### src/rtl/game_pkg.sv
// Shared types and constants for the memorization-game round sequencer.
// The show-length helper keeps the level-dependent arithmetic in one place.
package game_pkg;

  typedef enum logic [2:0] {
    S_IDLE   = 3'd0,
    S_LOAD   = 3'd1,
    S_SHOW   = 3'd2,
    S_ENTRY  = 3'd3,
    S_CHECK  = 3'd4,
    S_RESULT = 3'd5,
    S_OVER   = 3'd6
  } state_e;

  localparam int DIGIT_W = 4;
  localparam int TIMER_W = 32;

  // Show length shrinks by one step per level and is floored at one step.
  function automatic logic [TIMER_W-1:0] show_len(
    input logic [3:0]         level,
    input logic [TIMER_W-1:0] base,
    input logic [TIMER_W-1:0] step
  );
    logic [TIMER_W-1:0] steps;
    logic [TIMER_W-1:0] cut;
    steps = {{(TIMER_W-4){1'b0}}, level} - {{(TIMER_W-1){1'b0}}, 1'b1};
    cut   = steps * step;
    if ((cut >= base) || ((base - cut) < step)) show_len = step;
    else                                        show_len = base - cut;
  endfunction

endpackage

### src/rtl/phase_timer.sv
// Loadable 32-bit down-counter; o_done marks the last cycle of a loaded interval.
// A load of N gives N cycles, with o_done high on the Nth.
module phase_timer
  import game_pkg::*;
(
  input  logic               i_clk,
  input  logic               i_rst,
  input  logic               i_load,
  input  logic [TIMER_W-1:0] i_load_val,
  output logic               o_done
);

  logic [TIMER_W-1:0] r_count;

  always_ff @(posedge i_clk) begin
    if (i_rst) begin
      r_count <= '0;
    end else if (i_load) begin
      r_count <= i_load_val;
    end else if (r_count != '0) begin
      r_count <= r_count - {{(TIMER_W-1){1'b0}}, 1'b1};
    end
  end

  assign o_done = (r_count == {{(TIMER_W-1){1'b0}}, 1'b1});

endmodule

### src/rtl/round_sequencer.sv
// Game-flow controller: sequences LOAD/SHOW/ENTRY/CHECK/RESULT for each round,
// tracks the level, and drives the display driver from registered state.
module round_sequencer
  import game_pkg::*;
#(
  parameter int unsigned SHOW_CYCLES    = 500000000,
  parameter int unsigned SHOW_STEP      = 50000000,
  parameter int unsigned RESULT_CYCLES  = 200000000,
  parameter int unsigned TIMEOUT_CYCLES = 1000000000,
  parameter int unsigned DIGITS         = 4,
  parameter int unsigned MAX_LEVEL      = 9
) (
  input  logic        i_clk,
  input  logic        i_rst,
  input  logic        i_start,
  input  logic        i_key_valid,
  input  logic [3:0]  i_key_value,
  input  logic [15:0] i_target,
  output logic        o_new_target,
  output logic        o_display_phase,
  output logic [15:0] o_entry,
  output logic [2:0]  o_entry_count,
  output logic        o_result_valid,
  output logic        o_result_pass,
  output logic [3:0]  o_level,
  output logic        o_game_over,
  output logic        o_game_won,
  output logic [2:0]  o_dbg_state
);

  localparam logic [31:0] MASK_FULL   = (32'd1 << (DIGIT_W * DIGITS)) - 32'd1;
  localparam logic [15:0] ENTRY_MASK  = MASK_FULL[15:0];
  localparam logic [TIMER_W-1:0] T_TIMEOUT = TIMER_W'(TIMEOUT_CYCLES);
  localparam logic [TIMER_W-1:0] T_RESULT  = TIMER_W'(RESULT_CYCLES);

  state_e             r_state, w_state_nxt;
  logic [15:0]        r_entry, w_entry_nxt;
  logic [2:0]         r_entry_count, w_count_nxt;
  logic [3:0]         r_level, w_level_nxt;
  logic [15:0]        r_target_q, w_target_q_nxt;
  logic               r_pass, w_pass_nxt;
  logic               r_won, w_won_nxt;
  logic               w_tmr_load;
  logic [TIMER_W-1:0] w_tmr_val;
  logic               w_tmr_done;
  logic [2:0]         w_count_inc;

  phase_timer u_timer (
    .i_clk      (i_clk),
    .i_rst      (i_rst),
    .i_load     (w_tmr_load),
    .i_load_val (w_tmr_val),
    .o_done     (w_tmr_done)
  );

  assign w_count_inc = r_entry_count + 3'd1;

  always_comb begin
    w_state_nxt    = r_state;
    w_entry_nxt    = r_entry;
    w_count_nxt    = r_entry_count;
    w_level_nxt    = r_level;
    w_target_q_nxt = r_target_q;
    w_pass_nxt     = r_pass;
    w_won_nxt      = r_won;
    w_tmr_load     = 1'b0;
    w_tmr_val      = '0;
    case (r_state)
      S_IDLE: begin
        if (i_start) w_state_nxt = S_LOAD;
      end
      S_LOAD: begin
        w_entry_nxt = '0;
        w_count_nxt = '0;
        w_tmr_load  = 1'b1;
        w_tmr_val   = show_len(r_level, TIMER_W'(SHOW_CYCLES), TIMER_W'(SHOW_STEP));
        w_state_nxt = S_SHOW;
      end
      S_SHOW: begin
        if (w_tmr_done) begin
          w_target_q_nxt = i_target;
          w_tmr_load     = 1'b1;
          w_tmr_val      = T_TIMEOUT;
          w_state_nxt    = S_ENTRY;
        end
      end
      S_ENTRY: begin
        // A key on the expiry cycle wins over the timeout.
        if (i_key_valid) begin
          w_entry_nxt = {r_entry[11:0], i_key_value};
          w_count_nxt = w_count_inc;
          w_tmr_load  = 1'b1;
          w_tmr_val   = T_TIMEOUT;
          if (w_count_inc == 3'(DIGITS)) w_state_nxt = S_CHECK;
        end else if (w_tmr_done) begin
          w_pass_nxt  = 1'b0;
          w_tmr_load  = 1'b1;
          w_tmr_val   = T_RESULT;
          w_state_nxt = S_RESULT;
        end
      end
      S_CHECK: begin
        w_pass_nxt  = ((r_entry & ENTRY_MASK) == (r_target_q & ENTRY_MASK));
        w_tmr_load  = 1'b1;
        w_tmr_val   = T_RESULT;
        w_state_nxt = S_RESULT;
      end
      S_RESULT: begin
        if (w_tmr_done) begin
          if (r_pass && (r_level < 4'(MAX_LEVEL))) begin
            w_level_nxt = r_level + 4'd1;
            w_state_nxt = S_LOAD;
          end else begin
            w_won_nxt   = r_pass;
            w_state_nxt = S_OVER;
          end
        end
      end
      S_OVER: begin
        if (i_start) begin
          w_level_nxt = 4'd1;
          w_won_nxt   = 1'b0;
          w_state_nxt = S_LOAD;
        end
      end
      default: w_state_nxt = S_IDLE;
    endcase
  end

  always_ff @(posedge i_clk) begin
    if (i_rst) begin
      r_state       <= S_IDLE;
      r_entry       <= '0;
      r_entry_count <= '0;
      r_level       <= 4'd1;
      r_target_q    <= '0;
      r_pass        <= 1'b0;
      r_won         <= 1'b0;
    end else begin
      r_state       <= w_state_nxt;
      r_entry       <= w_entry_nxt;
      r_entry_count <= w_count_nxt;
      r_level       <= w_level_nxt;
      r_target_q    <= w_target_q_nxt;
      r_pass        <= w_pass_nxt;
      r_won         <= w_won_nxt;
    end
  end

  assign o_new_target    = (r_state == S_LOAD);
  assign o_display_phase = (r_state == S_SHOW);
  assign o_result_valid  = (r_state == S_RESULT);
  assign o_game_over     = (r_state == S_OVER);
  assign o_entry         = r_entry;
  assign o_entry_count   = r_entry_count;
  assign o_result_pass   = r_pass;
  assign o_level         = r_level;
  assign o_game_won      = r_won;
  assign o_dbg_state     = r_state;

endmodule

### config.mk
export PLATFORM = sky130hd
export DESIGN_NAME = round_sequencer
export DESIGN_NICKNAME = d
export VERILOG_FILES = /design/src/rtl/game_pkg.sv /design/src/rtl/phase_timer.sv /design/src/rtl/round_sequencer.sv
export SDC_FILE = /design/constraint.sdc
export NUM_CORES = 1
export LEC_CHECK = 0
export CORE_ASPECT_RATIO = 0.5
export CORE_MARGIN = 1
export CORE_UTILIZATION = 31
export DETAILED_ROUTE_END_ITERATION = 6
export GPL_TIMING_DRIVEN = 0
export PLACE_DENSITY = 0.56
export SLEW_MARGIN = 20
export SYNTH_ARGS = -nofsm -noshare
export SYNTH_HDL_FRONTEND = slang
export SYNTH_HIERARCHICAL = 1
export SYNTH_SLANG_ARGS = --single-unit
export TNS_END_PERCENT = 30
### constraint.sdc
create_clock -name i_clk -period 8.85 [get_ports i_clk]
set_input_delay 1.77 -clock i_clk [delete_from_list [all_inputs] [get_ports i_clk]]
set_output_delay 1.77 -clock i_clk [all_outputs]
set_load 0.02 [all_outputs]
==> results.toml <==
[synthesis]
yosysWarnings = 6
synth_edf_count = 0
synth_area_mm2 = 0.00837
synth-main-ff-cell = "dfxtp_1"
muxShareOfSynthArea_pct = 0.613
ys_seq_area_share_pct = 18.2
synth_compound_area_share_pct = 19.4
synthCells = 1047
synth_top_family_by_area = "adder cells"
yosys.area_share.xor_xnor_pct = 7.54
ys_ff_latch = 76
synthAdderAreaFrac_pct = 25.5
yosys.area_share.simple_pct = 20.5
async_reset_ff_share_pct = 0
synth_cell_type_count = 86
avgSynthCellArea_um2 = 7.99

[cts]
htree_levels = 3
clkSinkCount = 76
tritoncts = "built"
clockBufferDepth = 2
worstSkewPairLatency_ns = 0.34
cts_buffers = 9
hold_buffers = 0
clk_pin_slew_ns = 0.07
cts-root-buf = "clkbuf_16"

[worst_hold_path]
holdPathStages = 2
hp-class = "flop to flop"

[detailed_routing]
vias_per_cell = 5.16
drtIter0Drc = 448
routed_wirelength_um = 22500
ant_nets = 0
dr_total_vias = 7645
wl_per_cell_um = 15.2
drc = 0
first_pass_iters = 6

[status]
status = "finished, final reports clean"

[timing]
timing.final.crit_period_ns = 8.37
relSlewSlack_pct = 48.4
tns_ns = 0
finalSetupViolCount = 0
worstMarginPinSlew_ns = 0.766
drv_slew = 0
clock.fmax_ghz = 0.119
hold_viol_final = 0
rsz0062_at_grt = "no"
post-route-period-util_pct = 94.6
finClkSkew_ns = 0.0118

[die]
core_area_mm2 = 0.0265
design.die.area_mm2 = 0.0277
start_util_pct = 31.6
rows = 42
fp.dieH_um = 118
ioPinCount = 56
die_w_um = 234

[setup_path]
worstPathArrival_ns = 8.62
reg2reg_setup_slack_ns = 0.48
slowest_delay_ns = 0.68
r2r-end = "u_timer/r_count[19]$_SDFFE_PP0P_"
timing.rr.start = "o_level[0]$_SDFFE_PP1P_"
critical_path.slowest_cell = "o311ai_2"
path_max_fanout = 15
end_kind = "flop"
r2r_cells = 29
cp.required_ns = 9.10
critPathKind = "flop to flop"
endpoint = "u_timer/r_count[19]$_SDFFE_PP0P_"
worst_setup_path_start_kind = "flop"
startpoint = "o_level[0]$_SDFFE_PP1P_"

[power_and_ir_drop]
p_sw_mw = 0.713
swShare_pct = 44.1
vdd_drop_max_uv = 102
pwr_density_cell_mw_per_mm2 = 165
clock_power_share_pct = 22.0
p_int_mw = 0.903
p_leak_nw = 4.28
pwr-share-comb_pct = 48.5
p_seq_share_pct = 29.4

[placed_design]
place.gp.congestion = 0.891
dp_cells = 1460
placed_cell_area_mm2 = 0.00939
port_buffers = 53
dp_hpwl_um = 18000

[finish]
drive_gt1_share_pct = 6.91
nFillCells = 2765
area_growth_pct = 17.0
n_antenna_cell = 0
fin_cells = 1481
layout.cell_area.non_filler_mm2 = 0.00979
final_common_cell = "inv_1"
final_nets = 1292
layout_common_cells = "123 x inv_1, 107 x nand2_1, 99 x ha_1, 83 x a21oi_1, 76 x dfxtp_1"

[global_routing]
grt_pass1_vias = 7226
grt_pass1_wl_um = 36900
antenna_found_initial = 0
grtUsageTotal_pct = 16.4
grt_overflow = 0
grt_max_degree = 17

[job]
maxCapViolCount = 0
[layer usage]
| layer | part of all wire [%] | global-route usage, % |
|---|---|---|
| met3 | 3.8 | 1.86 |
| met5 | 0 | 0 |
| met1 | 49 | 23.9 |
| met4 | 0.86 | 2.78 |
| met2 | 46 | 26.2 |
[cell usage after synthesis (3+ instances only)]
| master | count | area [um^2] |
|---|---|---|
| ha_1 | 100 | 1250 |
| nand2b_1 | 13 | 81.3 |
| nand4_1 | 12 | 75.1 |
| and3_1 | 6 | 37.5 |
| a211oi_1 | 4 | 30.0 |
| xnor2_1 | 47 | 412 |
| nor3_1 | 25 | 125 |
| xor2_1 | 25 | 219 |
| or4_4 | 3 | 33.8 |
| a22oi_1 | 4 | 30.0 |
| nand3_1 | 34 | 170 |
| o2111ai_1 | 6 | 52.6 |
| or4_1 | 9 | 67.6 |
| or2_2 | 4 | 25.0 |
| o211ai_1 | 7 | 52.6 |
| o21ai_0 | 37 | 185 |
| buf_2 | 10 | 50.1 |
| dfxtp_1 | 76 | 1520 |
| inv_1 | 124 | 465 |
| nor2b_1 | 4 | 25.0 |
| or3_1 | 21 | 131 |
| nor4_1 | 17 | 106 |
| a21o_1 | 16 | 120 |
| a311oi_1 | 6 | 52.6 |
| nor3b_1 | 8 | 60.1 |
| a31oi_1 | 16 | 100 |
| mux2i_1 | 4 | 40.0 |
| o21bai_1 | 4 | 30.0 |
| and2_1 | 8 | 50.1 |
| a21oi_1 | 83 | 415 |
| clkbuf_1 | 26 | 97.6 |
| buf_6 | 4 | 45.0 |
| a31o_2 | 4 | 35.0 |
| a211o_1 | 5 | 43.8 |
| o31ai_1 | 6 | 45.0 |
| nor2_1 | 57 | 214 |
| nand2_1 | 107 | 402 |
| fa_1 | 44 | 881 |
[state kept, by name, summed over array words and instances (netlist names)]
name             cells
o_entry             16
o_level              4
o_dbg_state          3
u_timer/r_count     32
o_entry_count        3
r_target_q          16
o_result_pass        1
o_game_won           1
[cell families after synthesis]
group | count (synthesis)
multiplexers | 5
XOR/XNOR | 72
flip-flops | 76
AO/OA/AOI/OAI | 241
buffers and inverters | 169
other | 1
adder cells (fa/ha/maj) | 144
AND/OR/NAND/NOR | 339
[per-stage QoR]
| stage | worst slack (ns) | utilization (%) | hold slack (ns) | power (mW) |
|---|---|---|---|---|
| 2_1_floorplan | 0.452 | - | 0.448 | 1.04 |
| 3_3_place_gp | -1.48 | 35.4 | 0.456 | 1.24 |
| 3_5_place_dp | -0.535 | 35.4 | 0.461 | 1.25 |
| 4_1_cts | 0.0455 | 36.7 | 0.470 | 1.62 |
| 5_1_grt | 0.0528 | 37.0 | 0.482 | 1.73 |
| 6_report | 0.479 | 37.0 | 0.470 | 1.62 |
[worst min path at each step]
stage	to	start
after detailed placement	r_target_q[1]$_SDFFE_PP0P_	r_target_q[1]$_SDFFE_PP0P_
final	r_target_q[3]$_SDFFE_PP0P_	r_target_q[3]$_SDFFE_PP0P_
after global routing	r_target_q[1]$_SDFFE_PP0P_	r_target_q[1]$_SDFFE_PP0P_
after floorplan	r_target_q[1]$_SDFFE_PP0P_	r_target_q[1]$_SDFFE_PP0P_
after global placement	r_target_q[5]$_SDFFE_PP0P_	r_target_q[5]$_SDFFE_PP0P_
after CTS	r_target_q[1]$_SDFFE_PP0P_	r_target_q[1]$_SDFFE_PP0P_
[final cells by class]
cell class | count | area [um^2] | area share, %
clock buffers | 9 | 225 | 2.30
plain buffers | 44 | 214 | 2.19
clock inverters | 7 | 65.1 | 0.665
flip-flops and latches | 76 | 1520 | 15.5
multi-input cells | 810 | 6270 | 64.1
inverters | 125 | 473 | 4.83
repair buffers | 58 | 576 | 5.88
well taps | 352 | 440 | 4.50
[power groups by stage]
stage	combinational (mW)	clock (mW)	sequential, mW
CTS	0.777	0.367	0.473
floorplan	0.564	0	0.473
detailed placement	0.770	0	0.480
global route	0.865	0.382	0.485
finish	0.785	0.356	0.475
global placement	0.762	0	0.477
[what timing repair did]
item | CTS | global route
setup endpoints to repair | 24 | 18
cloned | 1 | 0
setup buffers | 1 | 3
gates resized for setup | 5 | 8
pin swaps | 1 | 0
[critical path, delay by kind of cell (launching register included)]
kind | cells | cell delay (ns)
adder cells (fa/ha/maj) | 9 | 3.52
AO/OA/AOI/OAI | 8 | 2.58
buffers and inverters | 8 | 1.05
AND/OR/NAND/NOR | 4 | 0.64
flip-flops | 1 | 0.47
Power figures use the tool's default switching activity.
